## src/rtl/comm_pkg.sv

```systemverilog
// Shared state encoding, default parameters and width helper for the Pico-link
// serial audio receiver.
package comm_pkg;

  typedef enum logic [1:0] {
    IDLE      = 2'd0,
    RECEIVING = 2'd1
  } rx_state_e;

  localparam int DEFAULT_DATA_W      = 16;
  localparam int DEFAULT_CHANNELS    = 2;
  localparam int DEFAULT_FIFO_DEPTH  = 4;
  localparam int DEFAULT_SYNC_STAGES = 2;

  function automatic int ch_width(input int channels);
    return (channels > 1) ? $clog2(channels) : 1;
  endfunction

endpackage

```

## src/rtl/comm_rx_fifo.sv

```systemverilog
// Small ring-buffer FIFO with full/empty flags; a depth of 1 degenerates into a
// single holding register that still accepts a push alongside a same-cycle pop.
module comm_rx_fifo #(
  parameter int WIDTH = 17,
  parameter int DEPTH = 4
) (
  input  logic             clk,
  input  logic             rst_n,
  input  logic             push,
  input  logic [WIDTH-1:0] push_data,
  input  logic             pop,
  output logic [WIDTH-1:0] head_data,
  output logic             full,
  output logic             empty
);

  localparam int AW = (DEPTH > 1) ? $clog2(DEPTH) : 1;
  localparam int CW = $clog2(DEPTH + 1);
  localparam logic [AW-1:0] LAST_PTR = AW'(DEPTH - 1);
  localparam logic [CW-1:0] FULL_CNT = CW'(DEPTH);

  logic [WIDTH-1:0] mem_q [DEPTH];
  logic [WIDTH-1:0] mem_d [DEPTH];
  logic [AW-1:0]    rd_ptr_q, rd_ptr_d, wr_ptr_q, wr_ptr_d;
  logic [CW-1:0]    count_q, count_d;
  logic             do_push, do_pop;

  assign full      = (count_q == FULL_CNT);
  assign empty     = (count_q == '0);
  assign head_data = mem_q[rd_ptr_q];

  always_comb begin
    mem_d    = mem_q;
    rd_ptr_d = rd_ptr_q;
    wr_ptr_d = wr_ptr_q;
    count_d  = count_q;
    do_pop   = pop && !empty;
    // A full buffer can still take a word when the head leaves in the same cycle.
    do_push  = push && (!full || do_pop);
    if (do_push) begin
      mem_d[wr_ptr_q] = push_data;
      wr_ptr_d = (wr_ptr_q == LAST_PTR) ? '0 : wr_ptr_q + 1'b1;
    end
    if (do_pop) begin
      rd_ptr_d = (rd_ptr_q == LAST_PTR) ? '0 : rd_ptr_q + 1'b1;
    end
    case ({do_push, do_pop})
      2'b10:   count_d = count_q + 1'b1;
      2'b01:   count_d = count_q - 1'b1;
      default: count_d = count_q;
    endcase
  end

  always_ff @(posedge clk or negedge rst_n) begin
    if (!rst_n) begin
      for (int i = 0; i < DEPTH; i++) mem_q[i] <= '0;
      rd_ptr_q <= '0;
      wr_ptr_q <= '0;
      count_q  <= '0;
    end else begin
      mem_q    <= mem_d;
      rd_ptr_q <= rd_ptr_d;
      wr_ptr_q <= wr_ptr_d;
      count_q  <= count_d;
    end
  end

endmodule

```

## src/rtl/spi_audio_rx.sv

```systemverilog
// Multi-channel SPI audio receiver: synchronises the Pico bus, deserialises MSB-first
// words tagged with a channel index and buffers them. SPI_AUDIO_RX_FIFO_EN selects the
// FIFO_DEPTH-entry FIFO; otherwise a single holding register is used.
module spi_audio_rx
  import comm_pkg::*;
#(
  parameter int DATA_W       = DEFAULT_DATA_W,
  parameter int CHANNELS     = DEFAULT_CHANNELS,
  parameter int FIFO_DEPTH   = DEFAULT_FIFO_DEPTH,
  parameter int SYNC_STAGES  = DEFAULT_SYNC_STAGES,
  localparam int CH_W        = ch_width(CHANNELS)
) (
  input  logic              clk_25mhz,
  input  logic              reset_n,
  input  logic              sclk_in,
  input  logic              mosi_in,
  input  logic              cs_n_in,
  input  logic              cpol_in,
  input  logic              clr_flags,
  input  logic              sample_ready,
  output logic              sample_valid,
  output logic [DATA_W-1:0] sample_data,
  output logic [CH_W-1:0]   sample_chan,
  output logic              frame_err,
  output logic              overflow
);

  localparam int BW = $clog2(DATA_W);
  localparam logic [BW-1:0]   LAST_BIT  = BW'(DATA_W - 1);
  localparam logic [CH_W-1:0] LAST_CHAN = CH_W'(CHANNELS - 1);
`ifdef SPI_AUDIO_RX_FIFO_EN
  localparam int BUF_DEPTH = FIFO_DEPTH;
`else
  localparam int BUF_DEPTH = 1 + 0 * FIFO_DEPTH;
`endif

  logic [SYNC_STAGES-1:0] sclk_sync_q, sclk_sync_d;
  logic [SYNC_STAGES-1:0] mosi_sync_q, mosi_sync_d;
  logic [SYNC_STAGES-1:0] cs_sync_q, cs_sync_d;
  logic                   sclk_prev_q, sclk_prev_d, cs_prev_q, cs_prev_d;
  rx_state_e              state_q, state_d;
  logic [BW-1:0]          bit_cnt_q, bit_cnt_d;
  logic [CH_W-1:0]        chan_q, chan_d;
  logic                   cpol_q, cpol_d;
  logic [DATA_W-1:0]      shift_q, shift_d, shifted;
  logic                   frame_err_q, frame_err_d, overflow_q, overflow_d;
  logic                   sclk_s, mosi_s, cs_s, cs_fall, cs_rise, sample_edge;
  logic                   push, pop, buf_full, buf_empty;
  logic [CH_W+DATA_W-1:0] head;

  always_comb begin
    sclk_sync_d = {sclk_sync_q[SYNC_STAGES-2:0], sclk_in};
    mosi_sync_d = {mosi_sync_q[SYNC_STAGES-2:0], mosi_in};
    cs_sync_d   = {cs_sync_q[SYNC_STAGES-2:0], cs_n_in};
    sclk_s      = sclk_sync_q[SYNC_STAGES-1];
    mosi_s      = mosi_sync_q[SYNC_STAGES-1];
    cs_s        = cs_sync_q[SYNC_STAGES-1];
    sclk_prev_d = sclk_s;
    cs_prev_d   = cs_s;
    cs_fall     = cs_prev_q & ~cs_s;
    cs_rise     = ~cs_prev_q & cs_s;
    sample_edge = cpol_q ? (sclk_prev_q & ~sclk_s) : (~sclk_prev_q & sclk_s);
  end

  always_comb begin
    state_d     = state_q;
    bit_cnt_d   = bit_cnt_q;
    chan_d      = chan_q;
    cpol_d      = cpol_q;
    shift_d     = shift_q;
    frame_err_d = 1'b0;
    push        = 1'b0;
    shifted     = {shift_q[DATA_W-2:0], mosi_s};
    unique case (state_q)
      IDLE: begin
        if (cs_fall) begin
          state_d   = RECEIVING;
          bit_cnt_d = '0;
          chan_d    = '0;
          cpol_d    = cpol_in;
          shift_d   = '0;
        end
      end
      RECEIVING: begin
        // Deselect takes priority over a sampling edge arriving in the same cycle.
        if (cs_rise) begin
          state_d     = IDLE;
          frame_err_d = (bit_cnt_q != '0);
        end else if (sample_edge) begin
          shift_d = shifted;
          if (bit_cnt_q == LAST_BIT) begin
            push      = 1'b1;
            bit_cnt_d = '0;
            chan_d    = (chan_q == LAST_CHAN) ? '0 : chan_q + 1'b1;
          end else begin
            bit_cnt_d = bit_cnt_q + 1'b1;
          end
        end
      end
      default: state_d = IDLE;
    endcase
  end

  assign pop          = !buf_empty && sample_ready;
  assign sample_valid = !buf_empty;
  assign sample_chan  = head[CH_W+DATA_W-1:DATA_W];
  assign sample_data  = head[DATA_W-1:0];
  assign frame_err    = frame_err_q;
  assign overflow     = overflow_q;

  always_comb begin
    overflow_d = overflow_q;
    if (push && buf_full && !pop) overflow_d = 1'b1;
    else if (clr_flags)           overflow_d = 1'b0;
  end

  comm_rx_fifo #(
    .WIDTH (CH_W + DATA_W),
    .DEPTH (BUF_DEPTH)
  ) u_buf (
    .clk       (clk_25mhz),
    .rst_n     (reset_n),
    .push      (push),
    .push_data ({chan_q, shifted}),
    .pop       (pop),
    .head_data (head),
    .full      (buf_full),
    .empty     (buf_empty)
  );

  // cs_n synchroniser resets low so a frame already in progress at reset release
  // produces no falling edge until the line has been seen high.
  always_ff @(posedge clk_25mhz or negedge reset_n) begin
    if (!reset_n) begin
      sclk_sync_q <= '0;
      mosi_sync_q <= '0;
      cs_sync_q   <= '0;
      sclk_prev_q <= 1'b0;
      cs_prev_q   <= 1'b0;
      state_q     <= IDLE;
      bit_cnt_q   <= '0;
      chan_q      <= '0;
      cpol_q      <= 1'b0;
      shift_q     <= '0;
      frame_err_q <= 1'b0;
      overflow_q  <= 1'b0;
    end else begin
      sclk_sync_q <= sclk_sync_d;
      mosi_sync_q <= mosi_sync_d;
      cs_sync_q   <= cs_sync_d;
      sclk_prev_q <= sclk_prev_d;
      cs_prev_q   <= cs_prev_d;
      state_q     <= state_d;
      bit_cnt_q   <= bit_cnt_d;
      chan_q      <= chan_d;
      cpol_q      <= cpol_d;
      shift_q     <= shift_d;
      frame_err_q <= frame_err_d;
      overflow_q  <= overflow_d;
    end
  end

endmodule

```

## config.mk

```make
export PLATFORM = sky130hd
export DESIGN_NAME = spi_audio_rx
export DESIGN_NICKNAME = d
export VERILOG_FILES = /design/src/rtl/comm_pkg.sv /design/src/rtl/comm_rx_fifo.sv /design/src/rtl/spi_audio_rx.sv
export SDC_FILE = /design/constraint.sdc
export NUM_CORES = 1
export LEC_CHECK = 0
export ABC_AREA = 1
export CAP_MARGIN = 40
export CORE_MARGIN = 2
export CORE_UTILIZATION = 30
export CTS_CLUSTER_DIAMETER = 200
export DETAILED_ROUTE_END_ITERATION = 10
export PLACE_DENSITY = 0.46
export SYNTH_ARGS = -nofsm -noshare
export SYNTH_HDL_FRONTEND = slang
export SYNTH_SLANG_ARGS = --single-unit
```

## constraint.sdc

```tcl
create_clock -name clk_25mhz -period 1.3 [get_ports clk_25mhz]
set_input_delay 0.26 -clock clk_25mhz [delete_from_list [all_inputs] [get_ports clk_25mhz]]
set_output_delay 0.26 -clock clk_25mhz [all_outputs]
set_load 0.05 [all_outputs]
```

# After elaboration in Yosys (flattened, before gate mapping)
# Cells that the tools add are included.
# word_totals
input_bits	8
output_inout_bits	20
regBits	53
elab_cells	93
# classes
add_sub_neg	6
n_eq_ne	9
mux	33
n_bitwise	8
order_cmp	3
reduce_logical	18
# ops
operator	n
two-way mux 15 bit	3
two-way mux 17 bit	2
one-hot mux 15 bit (2 select lines)	1
bitwise mux 17 bit	1
two-way mux 1 bit	16
two-way mux 4 bit	4
!= test 2 bit (second input constant)	5
one-hot mux 4 bit (2 select lines)	1
logical AND 1 bit	6
nonzero test 2 bit	3
AND reduction 5 bit	1
adder 1 bit (second input constant)	4
adder 4 x 1 -> 4 bit (second input constant)	1
bitwise AND 1 bit	4
== test 2 x 1 -> 1 bit (second input constant)	2
== test 4 bit (second input constant)	1
two-way mux 2 bit	2
NOT 1 bit	4
one-hot mux 1 bit (2 select lines)	2
one-hot mux 2 bit (2 select lines)	1
AND reduction 2 bit	2
AND reduction 4 bit	1
nonzero test 4 bit	1
== test 2 bit (second input constant)	1
other kinds (6)	8

# Depth between registers and ports, before layout
# depth
depth_word	9
mapped_depth	9
ltp_nobuf	8

# Hierarchy
# From an unflattened synthesis, not the netlist that was laid out.
# unflattened
cells_unflattened	221
hier_area_um2	2152.1
# by_module_without_submodules
module	area_per_inst_um2	instances	seq_area_each_um2	cells_per_inst
spi_audio_rx	1416.4	1	800.8	143
comm_rx_fifo	735.7	1	450.4	78

# Worst setup path before layout
# Ideal clock, no wire load.
# synth_timing
path_kind	register to register
startpoint	reg u_buf.count_q (netlist: u_buf.full)
endpoint	reg u_buf.mem_q[10] (netlist name)
slack_ns	-0.093
required_time_ns	1.181
setup_ns	0.119
synth_period_minus_slack_ns	1.393
arrival_time_ns	1.273
stages_incl_launch_ff	6
n_path_buf	2
cell_sequence	dfrtp_1 > nand2_1 > buf_2 > buf_2 > nand4_1 > nand2_1
# synth_between
elab_chain_cells	4
elab_cells_between_ends	5
cone_classes	reduce/logical (5)
# synth_rtl
element	line_no	rtl
start, declared	comm_rx_fifo.sv:25	logic [CW-1:0] count_q, count_d;
start signal, assigned	comm_rx_fifo.sv:64	count_q <= count_d;
logical AND 1 bit	spi_audio_rx.sv:104	assign pop = !buf_empty && sample_ready;
logical AND 1 bit	comm_rx_fifo.sv:37	do_pop = pop && !empty;
logical OR 1 bit *	comm_rx_fifo.sv:39	do_push = push && (!full || do_pop);
logical AND 1 bit *	comm_rx_fifo.sv:39	
end signal, assigned	comm_rx_fifo.sv:61	mem_q <= mem_d;
end, declared	comm_rx_fifo.sv:22	logic [WIDTH-1:0] mem_q [DEPTH];
# Every way passes the cells marked *; elsewhere a longest branch is shown, timed or not.
# A chain may end at the register's enable or synchronous reset.

# Final worst setup path
# layout_timing
startpoint	reg bit_cnt_q[1]
endpoint	reg u_buf.mem_q[15] (netlist name)
# layout_between
elab_chain_cells	6
# layout_rtl
element	line_no	rtl
start, declared	spi_audio_rx.sv:42	logic [BW-1:0] bit_cnt_q, bit_cnt_d;
start signal, assigned	spi_audio_rx.sv:154	bit_cnt_q <= bit_cnt_d;
== test 4 bit	spi_audio_rx.sv:91	if (bit_cnt_q == LAST_BIT) begin
two-way mux 1 bit	spi_audio_rx.sv:91	
two-way mux 1 bit	spi_audio_rx.sv:89	end else if (sample_edge) begin
two-way mux 1 bit	spi_audio_rx.sv:86	if (cs_rise) begin
two-way mux 1 bit	spi_audio_rx.sv:74	unique case (state_q)
logical AND 1 bit	comm_rx_fifo.sv:39	
# No other way between the ends.

==> impl_metrics.env <==
export IMPL_outcome="completed"
export IMPL_vdd_drop_max_mv=0.715
export IMPL_yosysTopAreaCellShare_pct=59.6
export IMPL_drive_gt1_share_pct=33.5
export IMPL_finalClockSkew_ns=0.0105
export IMPL_h_tree_depth=2
export IMPL_cts_buffers=5
export IMPL_postSynthCellCount=214
export IMPL_dp_hpwl_microns=2810
export IMPL_cap_violations=0
export IMPL_wirelength_microns=4500
export IMPL_avgRoutedWirePerCell_microns=12.3
export IMPL_setup_violations=0
export IMPL_cts_max_path_buffers=2
export IMPL_hold_path_class="reg2reg"
export IMPL_viasPerCell=4.34
export IMPL_power_total_uw=3670
export IMPL_overflow=0
export IMPL_postSynthAreaPerCell_sq_um=9.81
export IMPL_cp_data_arrival_time_ns=1.49
export IMPL_antenna_cells=0
export IMPL_synthDistinctLibCells=23
export IMPL_postLayoutCoreUtil_pct=46.4
export IMPL_grt_max_degree=51
export IMPL_syn_to_final_growth_pct=50.0
export IMPL_synth_seq_cells=50
export IMPL_holdWs_ns=0.354
export IMPL_insertion_delay_ns=0.30
export IMPL_dieArea_sq_mm=0.00768
export IMPL_placed_area_sq_mm=0.00278
export IMPL_yosysWarnings=0
export IMPL_layout_nets=278
export IMPL_core_sq_mm=0.00679
export IMPL_worst_setup_path_start_kind="flop"
export IMPL_tightestPinTransition_ns=0.280
export IMPL_setup_ws_ns=0.0160
export IMPL_io_pins=28
export IMPL_power_density_mw_per_mm2=1160
export IMPL_cp_required_ns=1.50
export IMPL_fmax_ghz=0.779
export IMPL_drt_initial_drc_count=94
export IMPL_start_util_pct=30.9
export IMPL_cts_clk_slew_worst_paths_ns=0.09
export IMPL_nFillCells=636
export IMPL_die_height_microns=87.7
export IMPL_end_kind="flop"
export IMPL_path_max_fanout=8
export IMPL_die_x_microns=87.7
export IMPL_regArea_sq_mm=0.00125
export IMPL_grt_pass1_wl_microns=7360
export IMPL_drc=0
export IMPL_final_cell_area_sq_mm=0.00315
export IMPL_path_class="reg2reg"
export IMPL_ant_nets=0
export IMPL_route_vias_total=1584
export IMPL_place_gp_congestion=0.751
export IMPL_grt_pass1_vias=1487
export IMPL_final_hold_viol_count=0
export IMPL_syn_nets=224
export IMPL_netlist_area_sq_mm=0.00210
export IMPL_multiInputGateArea_sq_um=862
export IMPL_r2r_cells=6
export IMPL_row_count=30
export IMPL_clockRootBuffer="clkbuf_8"
export IMPL_place_ws_ns=-0.165
export IMPL_slew_violations=0
export IMPL_synth_area_top_cells="dfrtp_1, nand2_1, nand4_1, o21ai_2, o21ai_0"
export IMPL_hold_path_depth=0
export IMPL_port_buffers=27
export IMPL_fin_crit_ns=1.28
export IMPL_cts_tree="yes"
export IMPL_antenna_found_initial=0
export IMPL_relSlewSlack_pct=81.3
export IMPL_firstDrtPassIters=4
export IMPL_seq_area_frac_synth_pct=59.6
export IMPL_clock_sinks=50
export IMPL_period_share_pct=98.8
export IMPL_grt_setup_unrepaired="yes"
export IMPL_leakagePower_uw=0.00148
export IMPL_grt_use_total_pct=12.5
export IMPL_synth_area_leader_cell="dfrtp_1"
[worst paths after layout]
kind	startpoint	to	slack [ns]
max	bit_cnt_q[1]	u_buf.mem_q[15]	0.02
min	mosi_sync_q[0]	mosi_sync_q[1]	0.35
max reg2reg	bit_cnt_q[1]	u_buf.mem_q[15]	0.02
min reg2reg	mosi_sync_q[0]	mosi_sync_q[1]	0.35
max in group asynchronous	reset_n	state_q[0]	0.59
min in group asynchronous	reset_n	overflow	0.46
[per-layer routing]
| metal | vias to the layer above | wire [microns] | GRT usage, % |
|---|---|---|---|
| met5 | - | 0 | 0 |
| met4 | 0 | 67 | 4.62 |
| met3 | 5 | 125 | 3.20 |
| met2 | 30 | 2140 | 18.4 |
| met1 | 735 | 2160 | 17.8 |
| li1 | 814 | - | - |
[metrics by stage]
step                instances  setup TNS, ns
floorplan                 214         -0.248
finish                    365              0
CTS                       354       -0.00676
global route              365          -1.18
detailed placement        343          -2.17
global placement          343          -1.89
[where the power goes]
group	internal [uW]	switching (uW)	leakage [uW]
Sequential	1650	90.9	0.000668
Combinational	409	442	0.000760
Clock	576	496	0.0000524
Total	2640	1030	0.00148
[area by class of cell]
type	count	area share, %
flip-flops and latches	50	39.8
inverters	11	1.31
clock buffers	7	2.42
multi-input cells	144	27.4
repair buffers	56	24.3
clock inverters	1	0.954
well taps	96	3.81
[kinds of logic after synthesis]
| kind of cell | count (synthesis) | share of synthesized area, % |
|---|---|---|
| compound gates | 22 | 6.67 |
| fa+ha+maj | 2 | 1.19 |
| buf+inv | 22 | 5.72 |
| flops | 50 | 59.6 |
| simple gates | 118 | 26.8 |
[cells in the mapped netlist]
library cell / count
nand3_4: 2
clkbuf_1: 2
o21ai_0: 9
nor2_1: 3
o21ai_1: 2
nor2_8: 1
nand4_1: 19
buf_6: 4
nand3b_2: 1
dfrtp_1: 50
or2_2: 1
buf_2: 3
nand2_1: 80
buf_1: 1
a211oi_1: 1
inv_1: 11
buf_4: 1
o21ai_2: 7
nand3_1: 7
ha_1: 2
o22ai_1: 1
nand2_2: 4
a21oi_1: 2
[flip-flops by register name, indices dropped and copies added, names as in the netlist]
signal and flops:
frame_err 1, shift_q 15, mosi_sync_q 2, cs_sync_q 2
chan_q 1, cs_prev_q 1, overflow 1, cpol_q 1
u_buf.mem_q 17, u_buf.full 1, sclk_sync_q 2, bit_cnt_q 4
state_q 1, sclk_prev_q 1
[worst max-delay path, cell delays in order, from the launching register on]
cell and delay, ns:
dfrtp_1 0.41, ha_4 0.17, nand3_4 0.09, nor2_8 0.21, nand3_4 0.16, nand2_1 0.10
nand2_1 0.04
[cell usage in the layout, fill, tap and decap left out, drive strengths merged, types with 2 or more instances in the layout]
master and instances:
a21oi 2, ha 2, inv 11, dfrtp 50, o21ai 18, nand3 11, nand2 84, nand4 19
clkdlybuf4s50 6, nor2 4, clkbuf 9, buf 47
[what timing repair did]
action | 4_1_cts | 5_1_grt
endpoints found under the setup margin | 14 | 39
endpoints found under the hold margin | 50 | 0
gates cloned | 1 | 4
buffers inserted | 1 | 7
resized for setup | 0 | 31
hold buffers | 1 | 0
pin swaps | 0 | 15
(Power assumes the default switching activity.)
